$ cat src/rtl/tape_pkg.sv
// Shared constants for the cassette recorder: FSM state codes, default
// cycle thresholds and the period counter geometry.
package tape_pkg;
  localparam int PER_W      = 8;
  localparam logic [PER_W-1:0] PER_SAT = 8'hFF;
  localparam logic [PER_W-1:0] PER_PRE = 8'hFE;

  localparam int SHORT_MAX_D = 17;
  localparam int LONG_MAX_D  = 35;
  localparam int LEAD_MIN_D  = 8;

  typedef logic [2:0] state_t;
  localparam state_t ST_OFF  = 3'd0;
  localparam state_t ST_HUNT = 3'd1;
  localparam state_t ST_SYNC = 3'd2;
  localparam state_t ST_DATA = 3'd3;
  localparam state_t ST_STOP = 3'd4;
endpackage

$ cat src/rtl/tape_period.sv
// Rising-edge detector on cass_out, saturating period counter in ce_smp
// ticks, and short/long/gap classification of each completed cycle.
module tape_period
  import tape_pkg::*;
#(
  parameter int SHORT_MAX = SHORT_MAX_D,
  parameter int LONG_MAX  = LONG_MAX_D
) (
  input  logic clk,
  input  logic reset_n,
  input  logic ce_smp,
  input  logic cass_out,
  output logic bit_vld,
  output logic bit_val,
  output logic gap,
  output logic timeout
);
  localparam logic [PER_W-1:0] SHORT_LIM = PER_W'(SHORT_MAX);
  localparam logic [PER_W-1:0] LONG_LIM  = PER_W'(LONG_MAX);

  logic             r_cur, r_prev;
  logic [PER_W-1:0] r_cnt;
  logic             w_rise;

  assign w_rise = r_cur & ~r_prev;

  always_ff @(posedge clk or negedge reset_n) begin
    if (!reset_n) begin
      r_cur  <= 1'b0;
      r_prev <= 1'b0;
      r_cnt  <= '0;
    end else begin
      r_cur  <= cass_out;
      r_prev <= r_cur;
      // a tick landing on the edge clock belongs to the new period
      if (w_rise)
        r_cnt <= {{(PER_W-1){1'b0}}, ce_smp};
      else if (ce_smp && r_cnt != PER_SAT)
        r_cnt <= r_cnt + 8'd1;
    end
  end

  assign bit_vld = w_rise && (r_cnt != '0) && (r_cnt <= LONG_LIM);
  assign bit_val = (r_cnt <= SHORT_LIM);
  assign gap     = w_rise && (r_cnt > LONG_LIM);
  assign timeout = ce_smp && !w_rise && (r_cnt == PER_PRE);
endmodule

$ cat src/rtl/tape_rec.sv
// Cassette recorder: frames decoded bits into bytes (leader, start, 8 data
// LSB first, 2 stops) and writes them sequentially into the tape RAM.
module tape_rec
  import tape_pkg::*;
#(
  parameter int SHORT_MAX = SHORT_MAX_D,
  parameter int LONG_MAX  = LONG_MAX_D,
  parameter int LEAD_MIN  = LEAD_MIN_D,
  parameter int ADDR_W    = 16
) (
  input  logic              clk,
  input  logic              reset_n,
  input  logic              ce_smp,
  input  logic              enable,
  input  logic              cass_out,
  output logic              wr,
  output logic [ADDR_W-1:0] addr,
  output logic [7:0]        data,
  output logic [ADDR_W-1:0] length,
  output logic              recording,
  output logic              done,
  output logic              frame_err,
  output logic              full
);
  localparam int LW = $clog2(LEAD_MIN + 1);
  localparam logic [LW-1:0] LEAD_LAST = LW'(LEAD_MIN - 1);

  logic w_bit_vld, w_bit_val, w_gap, w_timeout;
  logic [7:0] w_byte;

  tape_period #(.SHORT_MAX(SHORT_MAX), .LONG_MAX(LONG_MAX)) u_period (
    .clk(clk), .reset_n(reset_n), .ce_smp(ce_smp), .cass_out(cass_out),
    .bit_vld(w_bit_vld), .bit_val(w_bit_val), .gap(w_gap), .timeout(w_timeout)
  );

  state_t            r_state;
  logic [LW-1:0]     r_lead;
  logic [2:0]        r_idx;
  logic [7:0]        r_shift;
  logic              r_stop, r_en_q;
  logic              r_wr, r_rec, r_done, r_ferr, r_full;
  logic [ADDR_W-1:0] r_addr, r_length;
  logic [7:0]        r_data;

  assign w_byte = {w_bit_val, r_shift[7:1]};

  always_ff @(posedge clk or negedge reset_n) begin
    if (!reset_n) begin
      r_state <= ST_OFF;  r_lead <= '0;  r_idx <= '0;  r_shift <= '0;
      r_stop <= 1'b0;     r_en_q <= 1'b0; r_wr <= 1'b0; r_rec <= 1'b0;
      r_done <= 1'b0;     r_ferr <= 1'b0; r_full <= 1'b0;
      r_addr <= '0;       r_length <= '0; r_data <= '0;
    end else begin
      r_en_q <= enable;
      r_wr   <= 1'b0;
      r_done <= 1'b0;
      r_ferr <= 1'b0;
      if (!enable) begin
        r_state <= ST_OFF;
        if (r_rec) begin
          r_rec  <= 1'b0;
          r_done <= 1'b1;
        end
      end else if (!r_en_q) begin
        r_state  <= ST_HUNT;
        r_length <= '0;
        r_full   <= 1'b0;
        r_lead   <= '0;
      end else if (w_timeout && r_rec) begin
        r_rec   <= 1'b0;
        r_done  <= 1'b1;
        r_state <= ST_HUNT;
        r_lead  <= '0;
      end else if (w_gap) begin
        r_state <= ST_HUNT;
        r_lead  <= '0;
      end else if (w_bit_vld) begin
        case (r_state)
          ST_HUNT:
            if (!w_bit_val) r_lead <= '0;
            else if (r_lead == LEAD_LAST) begin
              r_lead  <= '0;
              r_state <= ST_SYNC;
            end else r_lead <= r_lead + 1'b1;
          ST_SYNC:
            if (!w_bit_val) begin
              r_state <= ST_DATA;
              r_idx   <= '0;
            end
          ST_DATA: begin
            r_shift <= w_byte;
            if (r_idx == 3'd7) begin
              r_state <= ST_STOP;
              r_stop  <= 1'b0;
              // last address is never written; it marks the buffer full
              if (&r_length) r_full <= 1'b1;
              else begin
                r_wr     <= 1'b1;
                r_addr   <= r_length;
                r_data   <= w_byte;
                r_length <= r_length + 1'b1;
                r_rec    <= 1'b1;
              end
            end else r_idx <= r_idx + 1'b1;
          end
          ST_STOP:
            if (!w_bit_val) begin
              r_ferr  <= 1'b1;
              r_state <= ST_SYNC;
            end else if (r_stop) r_state <= ST_SYNC;
            else r_stop <= 1'b1;
          default: ;
        endcase
      end
    end
  end

  assign wr        = r_wr;
  assign addr      = r_addr;
  assign data      = r_data;
  assign length    = r_length;
  assign recording = r_rec;
  assign done      = r_done;
  assign frame_err = r_ferr;
  assign full      = r_full;
endmodule

$ cat config.mk
export PLATFORM = sky130hd
export DESIGN_NAME = tape_rec
export DESIGN_NICKNAME = d
export VERILOG_FILES = /design/src/rtl/tape_pkg.sv /design/src/rtl/tape_period.sv /design/src/rtl/tape_rec.sv
export SDC_FILE = /design/constraint.sdc
export NUM_CORES = 1
export LEC_CHECK = 0
export ABC_AREA = 1
export CAP_MARGIN = 20
export CORE_ASPECT_RATIO = 1.4
export CORE_MARGIN = 1
export CORE_UTILIZATION = 50
export DETAILED_ROUTE_END_ITERATION = 6
export HOLD_SLACK_MARGIN = 0.06
export PLACE_DENSITY_LB_ADDON = 0.15
export RECOVER_POWER = 25
export SYNTH_ARGS = -nofsm -noshare
export SYNTH_HDL_FRONTEND = slang
export SYNTH_HIERARCHICAL = 1
export SYNTH_SLANG_ARGS = --single-unit
export TNS_END_PERCENT = 1
$ cat constraint.sdc
create_clock -name clk -period 2.13 [get_ports clk]
set_input_delay 0.639 -clock clk [delete_from_list [all_inputs] [get_ports clk]]
set_output_delay 0.639 -clock clk [all_outputs]
set_load 0.02 [all_outputs]
==> results of run 1 <==
[layout by cell type, fill, tap and decap left out, types with 2 or more instances in the layout]
cell type / instances
clkinvlp_4: 3
inv_1: 43
nand4_1: 9
nand2_2: 7
a21oi_1: 12
buf_12: 4
nand2_4: 2
inv_2: 6
clkinv_2: 2
or2_2: 2
nand2_1: 162
clkbuf_4: 2
dlymetal6s2s_1: 12
nand3_1: 42
clkdlybuf4s50_1: 35
ha_1: 8
xor2_1: 6
buf_4: 22
o21ai_2: 3
dfrtp_1: 73
nor2_1: 45
clkbuf_8: 10
nor2_4: 8
o21ai_0: 33
nor2_2: 3
nor3_1: 3
o21ai_1: 14
[per-layer routing]
metal	vias up	part of all wire, %
li1	1764	-
met1	1581	43
met2	85	50
met3	22	3.3
met4	0	3.0
met5	-	0
[worst paths after layout]
| kind | from | to | slack, ns | cells past startpoint |
|---|---|---|---|---|
| setup / recovery | length[8] | length[8] | 0.03 | 1 |
| hold / removal | u_period/r_cur | u_period/r_prev | 0.37 | 0 |
| setup reg to reg | u_period/r_cnt[6] | r_idx[0] | 0.12 | 13 |
| hold reg to reg | u_period/r_cur | u_period/r_prev | 0.37 | 0 |
| max in group asynchronous | reset_n | u_period/r_cnt[3] | 0.89 | 2 |
| min in group asynchronous | reset_n | length[14] | 0.59 | 2 |
[metrics by stage]
step | total power, mW | worst slack [ns] | cell area, sq um | instances
2_1_floorplan | 1.82 | 0.0815 | 3910 | 502
3_3_place_gp | 1.95 | -0.288 | 4670 | 662
4_1_cts | 3.07 | 0.00560 | 4890 | 680
5_1_grt | 3.21 | -0.0480 | 4930 | 680
6_report | 3.05 | 0.0287 | 4930 | 680
3_5_place_dp | 1.97 | -0.405 | 4670 | 662
[registers in the layout, summed over array words and instances (netlist names)]
name,count
wr,1
r_idx,3
r_state,3
u_period/r_cnt,8
r_shift,7
u_period/r_prev,1
addr,16
r_stop,1
done,1
data,8
u_period/r_cur,1
r_lead,4
recording,1
frame_err,1
length,16
r_en_q,1
full,1
[logic make-up (layout without fill, tap and decap cells)]
family | count (synthesis) | in the layout | synth area share [%]
adder cells (fa/ha/maj) | 8 | 8 | 2.56
AO/OA/AOI/OAI | 64 | 64 | 8.58
multiplexers | 1 | 1 | 0.256
AND/OR/NAND/NOR | 288 | 288 | 32.6
buffers and inverters | 61 | 142 | 7.30
flip-flops | 74 | 74 | 47.4
XOR/XNOR | 6 | 6 | 1.34
[cell type report]
class | instances | area share, %
clock buffer | 10 | 2.79
clock inverter | 6 | 1.34
inverter | 50 | 3.83
multi-input combinational | 367 | 36.4
sequential | 74 | 37.6
tap | 97 | 2.46
timing repair buffer | 76 | 15.6
[power groups by stage]
stage               sequential, mW  clock (mW)  combinational [mW]
floorplan                     1.56           0               0.254
global placement              1.57           0               0.377
detailed placement            1.58           0               0.392
CTS                           1.55        1.13               0.392
global route                  1.57        1.18               0.458
finish                        1.56        1.10               0.391
[timing repair]
item	in CTS	in global routing
pin swaps	1	1
gates resized for setup	2	24
endpoints found under the setup margin	3	70
setup buffers	2	0
==> summary.txt, run 1 <==
Outcome
  • Outcome: finished clean

Logic synthesis
  • Count leader, synth: nand2_1
  • Synth Net Count: 515
  • Ys async rst share: 100%
  • Top cell type by total area after synthesis: dfrtp_1
  • Mapped Cells: 502
  • Syn. warnings: 6
  • Synthesized area: 3910 sq um
  • Synth cell count leaders: nand2_1 (163), dfrtp_1 (74), nor2_1 (48)
  • Post-synth EDFFs: 0
  • Synth top area share: 47.4%
  • Synth unique cells: 33
  • Register bit total from synthesis: 74
  • Syn Area/Cell: 7.79 sq um
  • Synth area leaders: dfrtp_1 (47%), nand2_1 (16%), nand3_1 (5.4%), o21ai_0 (4.6%), nor2_1 (4.6%)
  • Prevailing post-synth register cell: dfrtp_1
  • Seq/Total Area, Yosys: 47.4%

Drt
  • Iteration-0 DRC Markers: 249
  • Routed len/inst: 12.6 microns
  • Routed Antenna Nets: 0
  • DRT Pass-1 Iters: 5
  • WL final: 8540 microns
  • Total number of vias: 3,452
  • Vias per cell: 5.08
  • Detailed-route DRC error count: 0

Global route
  • Gr busiest metal: met2
  • Met2 Use GR: 40.1%
  • Total GRT Usage: 23.3%
  • Initial antenna violation count: 0
  • Vias in the first global route: 3,339
  • Global-route wire length before repair: 15,000 microns
  • Pin count of the biggest net entering global routing: 75
  • Met1 Use GR: 28.0%
  • GR Layer Usage met3: 3.49%
  • GRT Residual Overflow: 0

Critical path
  • CP Launch Type: flip-flop
  • CP Max Fanout: 7
  • Critical Path End Type: primary output
  • Worst-path cell chain: clkdlybuf4s50_1
  • Delay-heaviest family, CP: buffers and inverters
  • WP buf/inv: 1
  • Worst-path cell with the longest stage delay: clkdlybuf4s50_1
  • Max incr delay on CP: 0.65 ns
  • Setup CP Type: reg2out
  • Crit path arrival time: 1.46 ns
  • Crit path required time: 1.49 ns

Placed design
  • Routability cong.: 0.940
  • HPWL after detailed placement: 6180 microns
  • Buffers on Ports: 49

STA
  • Worst-Margin Slew: 0.979 ns
  • Setup violations, final: 0
  • FMAX: 476 MHz
  • RSZ-0062 raised after global routing: true
  • Max_slew headroom: 34.7%
  • Final worst-path cycle share: 98.7%
  • Setup TNS: 0 ns
  • Final hold vios: 0
  • Clock Skew: 0.0104 ns
  • Fin. max-slew vios: 0
  • Hold slack: 0.374 ns
  • Period minus WS final: 2.10 ns

Floorplan
  • Die width: 76.7 microns
  • Placeable Area: 7450 sq um
  • Die extent in y: 107 microns
  • Die area: 8180 sq um
  • Top-level port count: 50
  • Initial Util: 52.4%
  • Num rows: 37

CTS
  • CTS Buf Count: 9
  • CTS tree: built
  • Worst-path clk slew: 0.08 ns
  • Clk sinks: 74
  • Root Buffer Master: clkbuf_8
  • Hold buffer count at CTS: 0
  • Worst-Skew Late Latency: 0.35 ns
  • Clock Path Buffers: 2
  • CTS HTree Levels: 3

Layout
  • Layout Nets: 591
  • Share of cells above drive strength 1: 13.7%
  • Final Util: 66.2%
  • Area grow syn2layout: 26.2%
  • Ant. Diodes: 0
  • FF/Latch Area: 1850 sq um
  • Area occupied by multi-input gates: 1800 sq um
  • # fillers: 646

Pwr
  • Clock power share: 36.1%
  • Comb power frac: 12.8%
  • PD cells: 618 nW/um^2
  • Sw frac: 27.6%
  • Sequential power share: 51.1%
  • NetSw: 841 uW
  • Max IR drop VDD: 420 uV
  • Leakage: 2.52 nW
  • Pint: 2.21 mW

Min path
  • Worst Hold Class: reg2reg

Flow run
  • Max Cap Viol: 0
Power figures use the tool's default switching activity.
==> inputs of run 2 (changes only) <==
- RECOVER_POWER: 25 -> 50
==> run 2 against run 1 <==
  * Routed wire length about the same
  * Worst setup slack about the same
  * Count of clock-buffer cells in the layout unchanged
  * Design area down 0.99%
  * Sequential cell count is the same
  * Largest power group unchanged
==> summary.txt, run 2 (synthesized netlist as in run 1, its figures left out) <==
Outcome
  • Outcome: finished clean (unchanged)

Drt
  • Vias per cell: 5.09 (was 5.08)
  • Routed len/inst: 12.6 microns (about the same)
  • Routed Antenna Nets: 0 (unchanged)
  • Detailed-route DRC error count: 0 (unchanged)
  • Total number of vias: 3,461 (was 3,452)
  • WL final: 8540 microns (about the same)
  • Iteration-0 DRC Markers: 252 (was 249)
  • DRT Pass-1 Iters: 4 (was 5)

Layout
  • Most common cell after layout, fill and taps aside: nand2_1 (unchanged)
  • Area grow syn2layout: 25.0% (was 26.2%)
  • Final Util: 65.5% (was 66.2%)
  • FF/Latch Area: 1850 sq um (unchanged)
  • Share of cells above drive strength 1: 13.2% (was 13.7%)
  • Area occupied by multi-input gates: 1790 sq um (was 1800 sq um)
  • # fillers: 659 (was 646)
  • Layout Nets: 591 (unchanged)
  • Non-Filler Instances: 680 (unchanged)
  • Design area: 4880 sq um (was 4930 sq um)
  • Most frequent cells in the layout: nand2_1 (163), dfrtp_1 (73), nor2_1 (46) (was nand2_1 (162), dfrtp_1 (73), nor2_1 (45))
  • Ant. Diodes: 0 (unchanged)

STA
  • Fin. max-slew vios: 0 (unchanged)
  • Final worst-path cycle share: 98.6% (was 98.7%)
  • Setup violations, final: 0 (unchanged)
  • Hold slack: 0.375 ns (was 0.374 ns)
  • FMAX: 476 MHz (about the same)
  • Max_slew headroom: 34.7% (about the same)
  • RSZ-0062 raised after global routing: true (unchanged)
  • Clock Skew: 0.00978 ns (was 0.0104 ns)
  • Period minus WS final: 2.10 ns (about the same)
  • Worst-Margin Slew: 0.979 ns (about the same)
  • Final hold vios: 0 (unchanged)

Pwr
  • Comb power frac: 12.6% (was 12.8%)
  • Design Power: 3.04 mW (was 3.05 mW)
  • Sequential power share: 51.2% (was 51.1%)
  • Max IR drop VDD: 420 uV (about the same)
  • NetSw: 841 uW (about the same)
  • Leakage: 2.43 nW (was 2.52 nW)
  • Clock power share: 36.2% (was 36.1%)
  • PD cells: 623 nW/um^2 (was 618 nW/um^2)
  • Pint: 2.20 mW (was 2.21 mW)
  • Sw frac: 27.6% (about the same)

Placed design
  • HPWL after detailed placement: 6180 microns (unchanged)
  • Post-DP Area: 4670 sq um (unchanged)
  • Routability cong.: 0.940 (unchanged)
  • Buffers on Ports: 49 (unchanged)
  • Inst Count DP: 662 (unchanged)

Critical path
  • Worst-path cell with the longest stage delay: clkdlybuf4s50_1 (unchanged)
  • Setup CP Type: reg2out (unchanged)
  • Delay-heaviest family, CP: buffers and inverters (unchanged)
  • CP Launch Type: flip-flop (unchanged)
  • Max incr delay on CP: 0.65 ns (about the same)
  • WP buf/inv: 1 (unchanged)
  • Crit path required time: 1.49 ns (about the same)
  • Worst-path cell chain: clkdlybuf4s50_1 (unchanged)
  • CP Max Fanout: 7 (unchanged)
  • Critical Path End Type: primary output (unchanged)
  • Crit path arrival time: 1.46 ns (about the same)

Floorplan
  • Die width: 76.7 microns (unchanged)
  • Die area: 8180 sq um (unchanged)
  • Num rows: 37 (unchanged)
  • Die extent in y: 107 microns (unchanged)
  • Placeable Area: 7450 sq um (unchanged)
  • Top-level port count: 50 (unchanged)
  • Initial Util: 52.4% (unchanged)

Min path
  • Worst Hold Class: reg2reg (unchanged)

Global route
  • Pin count of the biggest net entering global routing: 75 (unchanged)
  • Vias in the first global route: 3,339 (unchanged)
  • Global-route wire length before repair: 15,000 microns (unchanged)
  • Total GRT Usage: 23.3% (unchanged)
  • Initial antenna violation count: 0 (unchanged)
  • GRT Residual Overflow: 0 (unchanged)

CTS
  • CTS Buf Count: 9 (unchanged)
  • Hold buffer count at CTS: 0 (unchanged)
  • Clock Path Buffers: 2 (unchanged)
  • Clk sinks: 74 (unchanged)
  • CTS tree: built (unchanged)
  • Root Buffer Master: clkbuf_8 (unchanged)
  • Worst-Skew Late Latency: 0.35 ns (about the same)
  • Worst-path clk slew: 0.08 ns (about the same)
  • CTS HTree Levels: 3 (unchanged)

Flow run
  • Max Cap Viol: 0 (unchanged)
## run 2: cell count changes in the layout (fill, tap and decap cells not counted), sizes merged
cell,before,now
clkinvlp,3,4
buf,26,25
clkbuf,12,17
clkdlybuf4s50,35,33
clkinv,3,2
dlymetal6s2s,12,8
dlygate4sd3,0,2
## run 2: through the flow
stage,setup WS (ns),TNS (ns)
2_1_floorplan,0.0815,0
3_3_place_gp,-0.288,-13.17
3_5_place_dp,-0.405,-17.40
4_1_cts,0.00560,0
5_1_grt,-0.0436,-0.309
6_report,0.0289,0
## run 2: what timing repair did
| action | 4_1_cts | 5_1_grt |
|---|---|---|
| pin swaps | 1 | 1 |
| endpoints found under the setup margin | 3 | 70 |
| cloned | 0 | 0 |
| setup buffers | 2 | 0 |
| gates resized for setup | 2 | 24 |
## run 2: final cells by class
cell class | count | share of cell area, %
Clock buffer | 10 | 2.82
Clock inverter | 6 | 1.36
Inverter | 50 | 3.87
Multi-Input combinational cell | 367 | 36.6
Sequential cell | 74 | 37.9
Tap cell | 97 | 2.48
Timing Repair Buffer | 76 | 15.0
## run 2: final timing paths
kind	start	end	slack, ns	cells after the start
max	length[8]	length[8]	0.03	1
min	u_period/r_cur	u_period/r_prev	0.38	0
max reg2reg	u_period/r_cnt[1]	length[5]	0.12	13
min in group asynchronous	reset_n	addr[15]	0.59	2
min reg2reg	u_period/r_cur	u_period/r_prev	0.38	0
max in group asynchronous	reset_n	u_period/r_cnt[3]	0.89	2
## run 2: power groups by stage
stage               logic [mW]  clock network (mW)  registers [mW]
global route             0.450                1.18            1.57
detailed placement       0.392                   0            1.58
floorplan                0.254                   0            1.56
CTS                      0.392                1.13            1.55
finish                   0.384                1.10            1.56
global placement         0.377                   0            1.57
## run 2: per-layer routing
layer	global-route usage, %	wire, microns
met1	28.0	3710
met4	12.6	232
met2	40.1	4320
met3	3.49	277
met5	0	0
==> inputs of run 3 (changes only) <==
- CORE_ASPECT_RATIO: 1.4 -> 0.6
==> run 3 against run 2 <==
  * Worst setup slack improved by 0.012 ns
  * Final cell count rose by 3.2%
  * Count of clock-buffer cells in the layout did not move
  * Critical path depth rose by 12
  * Sequential cell count did not move
  * Hold slack got worse by 0.0087 ns
  * Global-route usage rose by 2.1 points
  * Die area barely moved
  * Critical path type is now reg2reg
  * Critical endpoint is now addr[15]
  * Largest cell class unchanged
==> summary.txt, run 3 (synthesized netlist as in run 1, its figures left out) <==
Outcome
  • Outcome: finished clean (unchanged)

Global route
  • Vias in the first global route: 3,121 (was 3,339)
  • Met2 Use GR: 31.9% (was 40.1%)
  • Met1 Use GR: 42.1% (was 28.0%)
  • Gr busiest metal: met1 (was met2)
  • GR Layer Usage met3: 5.99% (was 3.49%)
  • Total GRT Usage: 25.4% (was 23.3%)
  • GRT Residual Overflow: 0 (unchanged)
  • Initial antenna violation count: 0 (unchanged)
  • Pin count of the biggest net entering global routing: 35 (was 75)
  • Global-route wire length before repair: 15,700 microns (was 15,000 microns)

CTS
  • Clk sinks: 74 (unchanged)
  • Root Buffer Master: clkbuf_16 (was clkbuf_8)
  • CTS tree: built (unchanged)
  • CTS Buf Count: 9 (unchanged)
  • Worst-path clk slew: 0.06 ns (was 0.08 ns)
  • Clock Path Buffers: 2 (unchanged)
  • Worst-Skew Late Latency: 0.33 ns (was 0.35 ns)
  • CTS HTree Levels: 3 (unchanged)

STA
  • Final worst-path cycle share: 98.1% (was 98.6%)
  • Final hold vios: 0 (unchanged)
  • Hold slack: 0.367 ns (was 0.375 ns)
  • Period minus WS final: 2.09 ns (was 2.10 ns)
  • Post-route setup slack: 0.0409 ns (was 0.0289 ns)
  • Fin. max-slew vios: 0 (unchanged)
  • FMAX: 479 MHz (was 476 MHz)
  • Max_slew headroom: 42.1% (was 34.7%)
  • Clock Skew: 0.00442 ns (was 0.00978 ns)
  • RSZ-0062 raised after global routing: true (unchanged)
  • Setup violations, final: 0 (unchanged)
  • Worst-Margin Slew: 0.868 ns (was 0.979 ns)
  • Setup TNS: 0 ns (unchanged)

Pwr
  • Leakage: 2.57 nW (was 2.43 nW)
  • PD cells: 687 nW/um^2 (was 623 nW/um^2)
  • Max IR drop VDD: 513 uV (was 420 uV)
  • Design Power: 3.61 mW (was 3.04 mW)

Layout
  • Layout Nets: 607 (was 591)
  • Design area: 5260 sq um (was 4880 sq um)
  • Share of cells above drive strength 1: 17.9% (was 13.2%)
  • Most frequent cells in the layout: nand2_1 (159), dfrtp_1 (73), nor2_1 (44) (was nand2_1 (163), dfrtp_1 (73), nor2_1 (46))
  • Non-Filler Instances: 702 (was 680)
  • # fillers: 599 (was 659)
  • Most common cell after layout, fill and taps aside: nand2_1 (unchanged)
  • Final Util: 71.0% (was 65.5%)
  • Area grow syn2layout: 34.6% (was 25.0%)
  • Ant. Diodes: 0 (unchanged)

Drt
  • DRT Pass-1 Iters: 5 (was 4)
  • Routed Antenna Nets: 0 (unchanged)
  • Routed len/inst: 14.9 microns (was 12.6 microns)
  • Iteration-0 DRC Markers: 356 (was 252)
  • WL final: 10,500 microns (was 8540 microns)
  • Total number of vias: 3,703 (was 3,461)
  • Detailed-route DRC error count: 0 (unchanged)
  • Vias per cell: 5.27 (was 5.09)

Placed design
  • Post-DP Area: 4730 sq um (was 4670 sq um)
  • Routability cong.: 0.886 (was 0.940)
  • Setup WS pre-CTS: -0.330 ns (was -0.405 ns)
  • Inst Count DP: 677 (was 662)
  • HPWL after detailed placement: 7050 microns (was 6180 microns)
  • Buffers on Ports: 49 (unchanged)

Critical path
  • Crit path arrival time: 2.30 ns (was 1.46 ns)
  • CP Max Fanout: 8 (was 7)
  • Max incr delay on CP: 0.40 ns (was 0.65 ns)
  • Delay-heaviest family, CP: simple AND/OR/NAND/NOR gates (was buffers and inverters)
  • CP Launch Type: flip-flop (unchanged)
  • Worst-path cell chain: buf_6, ha_2, nand4_1, nor3_2, nand2_2, nand2_2, nor2_4, nand2_2, inv_2, nand3_4, buf_4, nand2_1, o21ai_0 (was clkdlybuf4s50_1)
  • Setup CP Type: reg2reg (was reg2out)
  • WP buf/inv: 3 (was 1)
  • Critical Path End Type: flip-flop (was primary output)
  • Crit path required time: 2.34 ns (was 1.49 ns)
  • Worst-path cell with the longest stage delay: dfrtp_1 (was clkdlybuf4s50_1)
  • Most Frequent Cell on Critical Path: nand2_2

Floorplan
  • Die area: 8190 sq um (was 8180 sq um)
  • Num rows: 24 (was 37)
  • Top-level port count: 50 (unchanged)
  • Placeable Area: 7420 sq um (was 7450 sq um)
  • Die width: 116 microns (was 76.7 microns)
  • Initial Util: 52.7% (was 52.4%)
  • Die extent in y: 70.5 microns (was 107 microns)

Flow run
  • Max Cap Viol: 0 (unchanged)

Min path
  • Worst Hold Class: in2async (was reg2reg)
-- run 3: changes by cell type in the layout (fill, tap and decap cells not counted), moves of 4 or more --
cell	previous run	this run
nand2_1	163	159
clkbuf_1	5	1
clkdlybuf4s50_1	33	41
buf_6	0	4
buf_4	21	30
clkbuf_8	10	1
o21ai_0	33	25
clkbuf_16	0	13
o21ai_1	14	19
-- run 3: power breakdown --
group	switching [mW]	internal [mW]
logic	0.264	0.168
registers	0.0698	1.49
clock network	0.577	1.05
-- run 3: area by class of cell --
cell class                      count  area [sq um]  area share, %
Inverter                           50           191           3.64
Multi-Input combinational cell    367          1830           34.8
Timing Repair Buffer               92           940           17.9
Tap cell                          104           130           2.47
Sequential cell                    74          1850           35.2
Clock buffer                       10           239           4.54
Clock inverter                      5          78.8           1.50
-- run 3: worst paths after layout --
kind	start	endpoint	slack, ns	cells past startpoint
max in group asynchronous	reset_n	u_period/r_cnt[3]	0.40	2
min in group clk	u_period/r_cur	u_period/r_prev	0.38	0
worst min register to register	u_period/r_cur	u_period/r_prev	0.38	0
worst max-delay path	u_period/r_cnt[1]	addr[15]	0.04	13
worst min-delay path	reset_n	r_stop	0.37	1
worst max register to register	u_period/r_cnt[1]	addr[15]	0.04	13
-- run 3: per-layer routing --
metal	vias up	share of wire (%)	routed length (microns)
met5	-	0	0
met4	0	0.87	91
met3	10	8.1	851
met2	153	41	4260
met1	1747	50	5270
li1	1793	-	-
-- run 3: timing repair --
item                                    CTS  global route
endpoints found under the setup margin    0            64
gates resized for setup                   0            47
hold buffers                              0             0
buffers inserted                          0             4
